[config.mk]
export PLATFORM = sky130hd
export DESIGN_NAME = instr_fetch_unit_flat
export DESIGN_NICKNAME = d
export VERILOG_FILES = /design/src/rtl/instr_fetch_unit_if.sv /design/src/rtl/instr_fetch_unit.sv /design/src/flat_wrapper.sv
export SDC_FILE = /design/constraint.sdc
export NUM_CORES = 1
export LEC_CHECK = 0
export CAP_MARGIN = 20
export CORE_MARGIN = 2
export CORE_UTILIZATION = 62
export CTS_BUF_LIST = sky130_fd_sc_hd__clkbuf_2
export DETAILED_ROUTE_END_ITERATION = 7
export HOLD_SLACK_MARGIN = 0.02
export PLACE_DENSITY = 0.89
export SLEW_MARGIN = 20
export SYNTH_ARGS = -nofsm -noshare
export SYNTH_HDL_FRONTEND = slang
export SYNTH_SLANG_ARGS = --single-unit
export TNS_END_PERCENT = 50
[constraint.sdc]
create_clock -name clk -period 9.7 [get_ports clk]
set_input_delay 2.91 -clock clk [delete_from_list [all_inputs] [get_ports clk]]
set_output_delay 2.91 -clock clk [all_outputs]
set_load 0.02 [all_outputs]
[src/rtl/instr_fetch_unit_if.sv]
// instr_fetch_unit_if: req/gnt/rvalid instruction memory read port
interface instr_fetch_unit_if;
  logic        mem_req;
  logic [31:0] mem_addr;
  logic        mem_gnt;
  logic        mem_rvalid;
  logic [31:0] mem_rdata;
  modport master(output mem_req, mem_addr, input mem_gnt, mem_rvalid, mem_rdata);
  modport slave(input mem_req, mem_addr, output mem_gnt, mem_rvalid, mem_rdata);
endinterface

[src/rtl/instr_fetch_unit.sv]
// instr_fetch_unit: 2-entry fetch buffer with next-word prefetch, stalls the datapath on a miss
module instr_fetch_unit #(
  parameter bit          PREFETCH_EN = 1'b1,
  parameter logic [31:0] NOP_INSTR   = 32'h0000_0013
) (
  input  logic                      clk,
  input  logic                      reset,
  input  logic [31:0]               pc,
  input  logic                      flush,
  output logic [31:0]               instr,
  output logic                      instr_valid,
  output logic                      stall,
  instr_fetch_unit_if.master        mem
);
  typedef enum logic [1:0] {IDLE, REQ, WAIT} state_t;
  state_t      state_q, state_d;
  logic [1:0]  valid_q, valid_d;
  logic [29:0] tag_q [2];
  logic [29:0] tag_d [2];
  logic [31:0] data_q [2];
  logic [31:0] data_d [2];
  logic        lru_q, lru_d;
  logic [31:0] req_addr_q, req_addr_d;
  logic        req_slot_q, req_slot_d;
  logic        req_kill_q, req_kill_d;
  logic        mem_req_q, mem_req_d;
  logic [31:0] pc_al, nxt_addr;
  logic [1:0]  hit, nxt_hit;
  logic        hit_idx;
  assign pc_al       = pc & ~32'd3;
  assign nxt_addr    = pc_al + 32'd4;
  assign hit[0]      = valid_q[0] && ({tag_q[0], 2'b00} == pc_al);
  assign hit[1]      = valid_q[1] && ({tag_q[1], 2'b00} == pc_al);
  assign nxt_hit[0]  = valid_q[0] && ({tag_q[0], 2'b00} == nxt_addr);
  assign nxt_hit[1]  = valid_q[1] && ({tag_q[1], 2'b00} == nxt_addr);
  assign hit_idx     = ~hit[0];
  assign instr_valid = |hit;
  assign stall       = ~instr_valid;
  assign instr       = hit[0] ? data_q[0] : hit[1] ? data_q[1] : NOP_INSTR;
  assign mem.mem_req  = mem_req_q;
  assign mem.mem_addr = req_addr_q;
  always_comb begin
    state_d    = state_q;
    valid_d    = valid_q;
    tag_d      = tag_q;
    data_d     = data_q;
    lru_d      = lru_q;
    req_addr_d = req_addr_q;
    req_slot_d = req_slot_q;
    req_kill_d = req_kill_q;
    mem_req_d  = mem_req_q;
    case (state_q)
      IDLE: begin
        if (flush) begin
          valid_d = '0;
        end else if (!instr_valid) begin
          state_d    = REQ;
          mem_req_d  = 1'b1;
          req_addr_d = pc_al;
          req_slot_d = lru_q;
        end else begin
          lru_d = ~hit_idx;
          if (PREFETCH_EN && !(|nxt_hit)) begin
            state_d    = REQ;
            mem_req_d  = 1'b1;
            req_addr_d = nxt_addr;
            req_slot_d = ~hit_idx;
          end
        end
      end
      REQ: begin
        // the request stays on the bus after a flush; its data is dropped on return
        if (flush) begin
          valid_d    = '0;
          req_kill_d = 1'b1;
        end
        if (mem.mem_gnt) begin
          state_d   = WAIT;
          mem_req_d = 1'b0;
        end
      end
      WAIT: begin
        if (flush) begin
          valid_d    = '0;
          req_kill_d = 1'b1;
        end
        if (mem.mem_rvalid) begin
          if (!req_kill_q && !flush) begin
            valid_d[req_slot_q] = 1'b1;
            tag_d[req_slot_q]   = req_addr_q[31:2];
            data_d[req_slot_q]  = mem.mem_rdata;
          end
          req_kill_d = 1'b0;
          state_d    = IDLE;
        end
      end
      default: state_d = IDLE;
    endcase
  end
  always_ff @(posedge clk) begin
    if (reset) begin
      state_q    <= IDLE;
      valid_q    <= '0;
      tag_q      <= '{default: '0};
      data_q     <= '{default: '0};
      lru_q      <= 1'b0;
      req_addr_q <= '0;
      req_slot_q <= 1'b0;
      req_kill_q <= 1'b0;
      mem_req_q  <= 1'b0;
    end else begin
      state_q    <= state_d;
      valid_q    <= valid_d;
      tag_q      <= tag_d;
      data_q     <= data_d;
      lru_q      <= lru_d;
      req_addr_q <= req_addr_d;
      req_slot_q <= req_slot_d;
      req_kill_q <= req_kill_d;
      mem_req_q  <= mem_req_d;
    end
  end
endmodule

[src/flat_wrapper.sv]
// flat-port wrapper written by rule: the top's interface ports become plain ports
module instr_fetch_unit_flat 
#(
  parameter bit          PREFETCH_EN = 1'b1,
  parameter logic [31:0] NOP_INSTR   = 32'h0000_0013
)
  (clk, reset, pc, flush, instr, instr_valid, stall, mem_mem_req, mem_mem_addr, mem_mem_gnt, mem_mem_rvalid, mem_mem_rdata);
  instr_fetch_unit_if mem_i ();
  input  logic clk;
  input  logic reset;
  input  logic [31:0] pc;
  input  logic flush;
  output logic [31:0] instr;
  output logic instr_valid;
  output logic stall;
  output wire logic [$bits(mem_i.mem_req)-1:0] mem_mem_req;
  output wire logic [$bits(mem_i.mem_addr)-1:0] mem_mem_addr;
  input wire logic [$bits(mem_i.mem_gnt)-1:0] mem_mem_gnt;
  input wire logic [$bits(mem_i.mem_rvalid)-1:0] mem_mem_rvalid;
  input wire logic [$bits(mem_i.mem_rdata)-1:0] mem_mem_rdata;
  assign mem_mem_req = mem_i.mem_req;
  assign mem_mem_addr = mem_i.mem_addr;
  assign mem_i.mem_gnt = mem_mem_gnt;
  assign mem_i.mem_rvalid = mem_mem_rvalid;
  assign mem_i.mem_rdata = mem_mem_rdata;
  instr_fetch_unit #(.PREFETCH_EN(PREFETCH_EN), .NOP_INSTR(NOP_INSTR)) u_core (.clk(clk), .reset(reset), .pc(pc), .flush(flush), .instr(instr), .instr_valid(instr_valid), .stall(stall), .mem(mem_i));
endmodule
==> impl_metrics.json, run 1 <==
{
  "status": "finished clean",
  "cts_max_level": 4,
  "rows": 46,
  "finalSetupTns_ns": 0,
  "ff_latch_area_mm2": 0.003243,
  "io_buffers": 131,
  "holdPathStages": 2,
  "core_mm2": 0.01577,
  "die_y_um": 130.4,
  "initialDrtViolationCount": 1289,
  "final_area_mm2": 0.01165,
  "cap_violations": 0,
  "yosys.area.top_type_share_pct": 32.73,
  "crit_arrival_ns": 6.37,
  "num_vias": 10440,
  "worstSetupStartpointType": "input port",
  "synth_top_family_by_area": "simple AND/OR/NAND/NOR gates",
  "final_nets": 1473,
  "layout_commonest_cell": "nand2_1",
  "maxSlewHeadroom_pct": 28.40,
  "cts_root_buf": "clkbuf_2",
  "viasPerCell": 6.411,
  "synth_area_leaders": "dfxtp_1, nand2_1, a21oi_1, xnor2_1, xor2_1",
  "rr_startpoint": "u_core.tag_q[22]",
  "yosysWarnings": 0,
  "insertion_delay_ns": 0.79,
  "route.detailed.drc": 0,
  "worst_pin_slew_ns": 1.074,
  "r2r_slack_ns": 5.39,
  "holdPathEnd": "u_core.data_q[52]",
  "yosysUniqueCellTypes": 77,
  "synth_xor_area_share_pct": 12.45,
  "cts_buffers": 17,
  "synth_compound_area_share_pct": 19.57,
  "gp_congestion": 1.073,
  "start_util_pct": 62.83,
  "cts_resized": 0,
  "synth_fa_ha_area_share_pct": 0.6314,
  "hpwl_um": 25480,
  "min_period_over_period_pct": 95.70,
  "hold_viol": 0,
  "routedWlPerCell_um": 22.00,
  "netlist_area_mm2": 0.009908,
  "multiInputGateArea_mm2": 0.006088,
  "layout_common_cells": "nand2_1, a21oi_1, dfxtp_1",
  "yosys.area_share.simple_pct": 28.00,
  "io_pins": 136,
  "yosys.area.top_type": "dfxtp_1",
  "p_leak_uw": 0.003689,
  "cts_buffer_depth": 2,
  "power.density_mw_per_mm2": 149.5,
  "clock_skew_ns": 0.03890,
  "rsz0062_at_grt": "false",
  "fillerInstances": 1200,
  "endpoint_kind": "primary output",
  "drv_slew": 0,
  "hold_class": "reg2reg",
  "grt_pass1_wl_um": 53760,
  "first_pass_iters": 6,
  "placed_area_mm2": 0.01139,
  "fmax_mhz": 107.7,
  "antenna_found_initial": 1,
  "synthMuxAreaShare_pct": 0.3031,
  "path_max_fanout": 69,
  "path_class": "in2out",
  "drive_gt1_share_pct": 10.13,
  "area_growth_pct": 17.63,
  "fp.dieW_um": 130.4,
  "reg2reg_to": "u_core.mem.mem_addr[17]",
  "async_reset_ff_share_pct": 0,
  "avgSynthCellArea_um2": 7.558,
  "grt_overflow": 0,
  "cts_hold_buf": 0,
  "cts_tree": "built",
  "min-delay-start": "u_core.data_q[52]",
  "clkTransAtPathRegs_ns": 0.24,
  "synth_ff_type": "dfxtp_1",
  "ys_ff_latch": 162,
  "clkSinkCount": 162,
  "netlist_instances": 1311,
  "routed_wl_um": 35840,
  "post_cts_buffers": 0,
  "dieArea_mm2": 0.01701,
  "post-route-min-period_ns": 9.283,
  "finalSetupViolCount": 0,
  "ys_seq_area_share_pct": 32.73,
  "cp.required_ns": 6.79,
  "ant_nets": 0,
  "grt_usage_pct": 41.70,
  "irDropWorstVdd_mv": 0.1861,
  "reg2reg_depth": 10,
  "synth-edff-count": 0,
  "grt_pass1_vias": 9825,
  "grt_max_degree": 84
}
-- sequential cells by signal, summed over array words and instances, names as in the netlist --
signal	count
u_core.req_kill_q	1
u_core.mem.mem_addr	30
u_core.req_slot_q	1
u_core.state_q	2
u_core.mem.mem_req	1
u_core.lru_q	1
u_core.tag_q	60
u_core.data_q	64
u_core.valid_q	2
-- worst max-delay path, cell delays in order --
cell and delay, ns:
clkdlybuf4s50_1 0.68, xnor2_1 0.67, nand4_1 0.19, nor4_1 0.37, nand4_1 0.13, buf_4 0.34, o21ai_0 0.34, clkdlybuf4s50_1 0.67
-- area by class of cell --
cell class	count	area share, %
antenna	1	0.02147
clock buffer	19	0.8159
clock inverter	13	1.417
inverter	41	1.320
multi-input combinational	1004	52.24
sequential	162	27.83
tap	216	2.319
timing repair buffer	173	14.04
-- stage by stage --
stage	hold WS [ns]	util [%]	total power [µW]	cells	worst slack, ns
2_1_floorplan	0.4363	-	1119	1312	1.620
3_3_place_gp	0.4412	72.24	1308	1596	0.5102
3_5_place_dp	0.4463	72.24	1327	1596	0.4898
4_1_cts	0.4740	73.89	1730	1628	0.4908
5_1_grt	0.4977	73.91	1808	1629	0.3015
6_report	0.4714	73.91	1743	1629	0.4169
-- layer usage --
layer  track usage (%)  routed length [µm]  vias up  share of wire [%]
met1             51.01               13510     4900                 38
met4             20.40                1916        0                5.3
met5                 0                   0        -                  0
li1                  -                   -     4714                  -
met3             11.44                3816      148                 11
met2             68.19               16600      682                 46
-- worst max-delay path by stage --
stage	start	endpoint	slack, ns	cells past startpoint
floorplan	pc[24]	instr[21]	1.62	9
global placement	pc[27]	instr_valid	0.51	7
detailed placement	pc[27]	instr[1]	0.49	8
CTS	pc[5]	instr[1]	0.49	8
global route	pc[5]	instr[1]	0.30	8
finish	pc[5]	instr[24]	0.42	8
-- cell families after synthesis --
kind of cell	count (synthesis)
AND/OR/NAND/NOR	556
adder cells (fa/ha/maj)	5
buffers and inverters	146
multiplexers	3
flip-flops	162
AO/OA/AOI/OAI	307
other	1
XOR/XNOR	131
-- power by group --
part	switching (µW)	internal (µW)
combinational	327	220
clock	282	132
sequential	57.0	726
total	665	1080
-- cells in the mapped netlist, drive strengths merged, types with 9 or more instances --
cell type	count
a211oi	36
a21oi	177
and2	12
and3	10
buf	33
clkbuf	72
dfxtp	162
inv	41
nand2	294
nand2b	9
nand3	53
nand4	41
nor2	37
nor3	16
nor4	29
o21ai	47
or4	10
xnor2	84
xor2	42
No activity file was read; power rests on OpenSTA's default activity.
==> run 2, diff against run 1 <==
CORE_UTILIZATION = 35   (was 62)
PLACE_DENSITY = 0.55   (was 0.89)
==> run 2 against run 1 <==
Combinational power down 1%. Worst hold slack worse by 0.00090 ns. Global-route usage down 16 points. Clock power down 6.5%. Utilization down 31 points. Setup slack better by 0.072 ns. Flip-flop and latch count unchanged. Die area up 74%. Routed wire length up 3.6%. Via count down 5.7%. Critical endpoint is now instr[1].
==> impl_metrics.json, run 2 (synthesis gave the netlist of run 1 again) <==
{
  "status": "finished clean",
  "ant_nets": 0,
  "area_growth_pct": 20.15,
  "routedWlPerCell_um": 20.65,
  "worstSetupStartpointType": "input port",
  "utilization_pct": 42.74,
  "ff_latch_area_mm2": 0.003243,
  "first_pass_iters": 6,
  "final_area_mm2": 0.01191,
  "io_buffers": 131,
  "rows": 61,
  "drive_gt1_share_pct": 10.50,
  "finalSetupTns_ns": 0,
  "dieArea_mm2": 0.02967,
  "largest_reg_flops": 64,
  "hold_viol": 0,
  "cts_buffer_depth": 2,
  "cts_tree": "built",
  "grt_max_degree": 108,
  "clkTransAtPathRegs_ns": 0.23,
  "maxSlewHeadroom_pct": 30.65,
  "grt_overflow": 0,
  "hpwl_um": 26690,
  "cp.required_ns": 6.79,
  "io_pins": 136,
  "min_period_over_period_pct": 94.96,
  "hold_class": "reg2reg",
  "multiInputGateArea_mm2": 0.006090,
  "fp.dieW_um": 172.3,
  "endpoint_kind": "primary output",
  "drv_slew": 0,
  "clock_skew_ns": 0.08056,
  "antenna_found_initial": 1,
  "total_power_uw": 1710,
  "initialDrtViolationCount": 820,
  "grt_pass1_wl_um": 56950,
  "post-route-min-period_ns": 9.211,
  "cap_violations": 0,
  "cts_max_level": 4,
  "path_max_fanout": 13,
  "irDropWorstVdd_mv": 0.08213,
  "grt_usage_pct": 25.53,
  "final_nets": 1480,
  "placed_area_mm2": 0.01166,
  "power.density_mw_per_mm2": 143.7,
  "clkSinkCount": 162,
  "rsz0062_at_grt": "false",
  "core_mm2": 0.02786,
  "layout_common_cells": "nand2_1, a21oi_1, dfxtp_1",
  "insertion_delay_ns": 0.86,
  "die_y_um": 172.3,
  "routed_wl_um": 37130,
  "grt_pass1_vias": 9446,
  "viasPerCell": 5.478,
  "gp_congestion": 1.005,
  "top_register": "u_core.data_q",
  "finalSetupViolCount": 0,
  "num_vias": 9850,
  "start_util_pct": 35.57,
  "post_cts_buffers": 0,
  "worst_pin_slew_ns": 1.040,
  "fmax_mhz": 108.6,
  "fillerInstances": 2888,
  "cts_hold_buf": 0,
  "cts_buffers": 17,
  "p_leak_uw": 0.003719,
  "cts_resized": 0,
  "cts_root_buf": "clkbuf_2",
  "path_class": "in2out",
  "crit_arrival_ns": 6.30,
  "layout_commonest_cell": "nand2_1",
  "route.detailed.drc": 0
}
[run 2: cell types whose count changed in the layout (fill, tap and decap cells not counted), sizes merged]
cell      delta
inv          -2
buf          +7
bufinv       -1
clkbuf       -1
clkinvlp     +2
clkinv       +2
[run 2: critical path, cell delays in order]
cell and delay, ns:
clkdlybuf4s50_1 0.74, xnor2_1 0.41, nand4_1 0.15, or4_1 0.53, or4_1 0.56, buf_4 0.24, nor2_1 0.09, a21oi_1 0.07
clkdlybuf4s50_1 0.60
[run 2: final timing paths]
| kind | start | to | slack (ns) | cells after the start |
|---|---|---|---|---|
| max reg2reg | u_core.tag_q[8] | u_core.mem.mem_addr[15] | 5.40 | 11 |
| min | u_core.data_q[33] | u_core.data_q[33] | 0.47 | 2 |
| max | pc[30] | instr[1] | 0.49 | 9 |
| min reg2reg | u_core.data_q[33] | u_core.data_q[33] | 0.47 | 2 |
[run 2: cell type report]
| type | count | area share [%] |
|---|---|---|
| flip-flops and latches | 162 | 27.24 |
| well taps | 378 | 3.973 |
| inverters | 41 | 1.293 |
| repair buffers | 180 | 14.32 |
| multi-input cells | 1004 | 51.15 |
| clock inverters | 14 | 1.240 |
| diodes | 1 | 0.02102 |
| clock buffers | 18 | 0.7567 |
[run 2: metal layers]
metal,global-route usage [%],vias up,share of wire [%]
met1,33.59,4699,44
met5,0,-,0
met2,40.93,344,46
met4,9.938,0,3.7
li1,-,4736,-
met3,5.402,71,6.4
[run 2: metrics by stage]
step           setup WS (ns)  hold slack (ns)  cells
4_1_cts               0.5911           0.4730   1797
2_1_floorplan          1.620           0.4363   1312
5_1_grt               0.3718           0.4649   1798
3_3_place_gp          0.5668           0.4418   1765
6_report              0.4892           0.4705   1798
3_5_place_dp          0.5956           0.4467   1765
[run 2: power by group]
part | switching (µW) | internal, µW | total [µW]
logic | 318 | 222 | 540
registers | 57.8 | 726 | 783
clock network | 284 | 103 | 387
total | 660 | 1050 | 1710
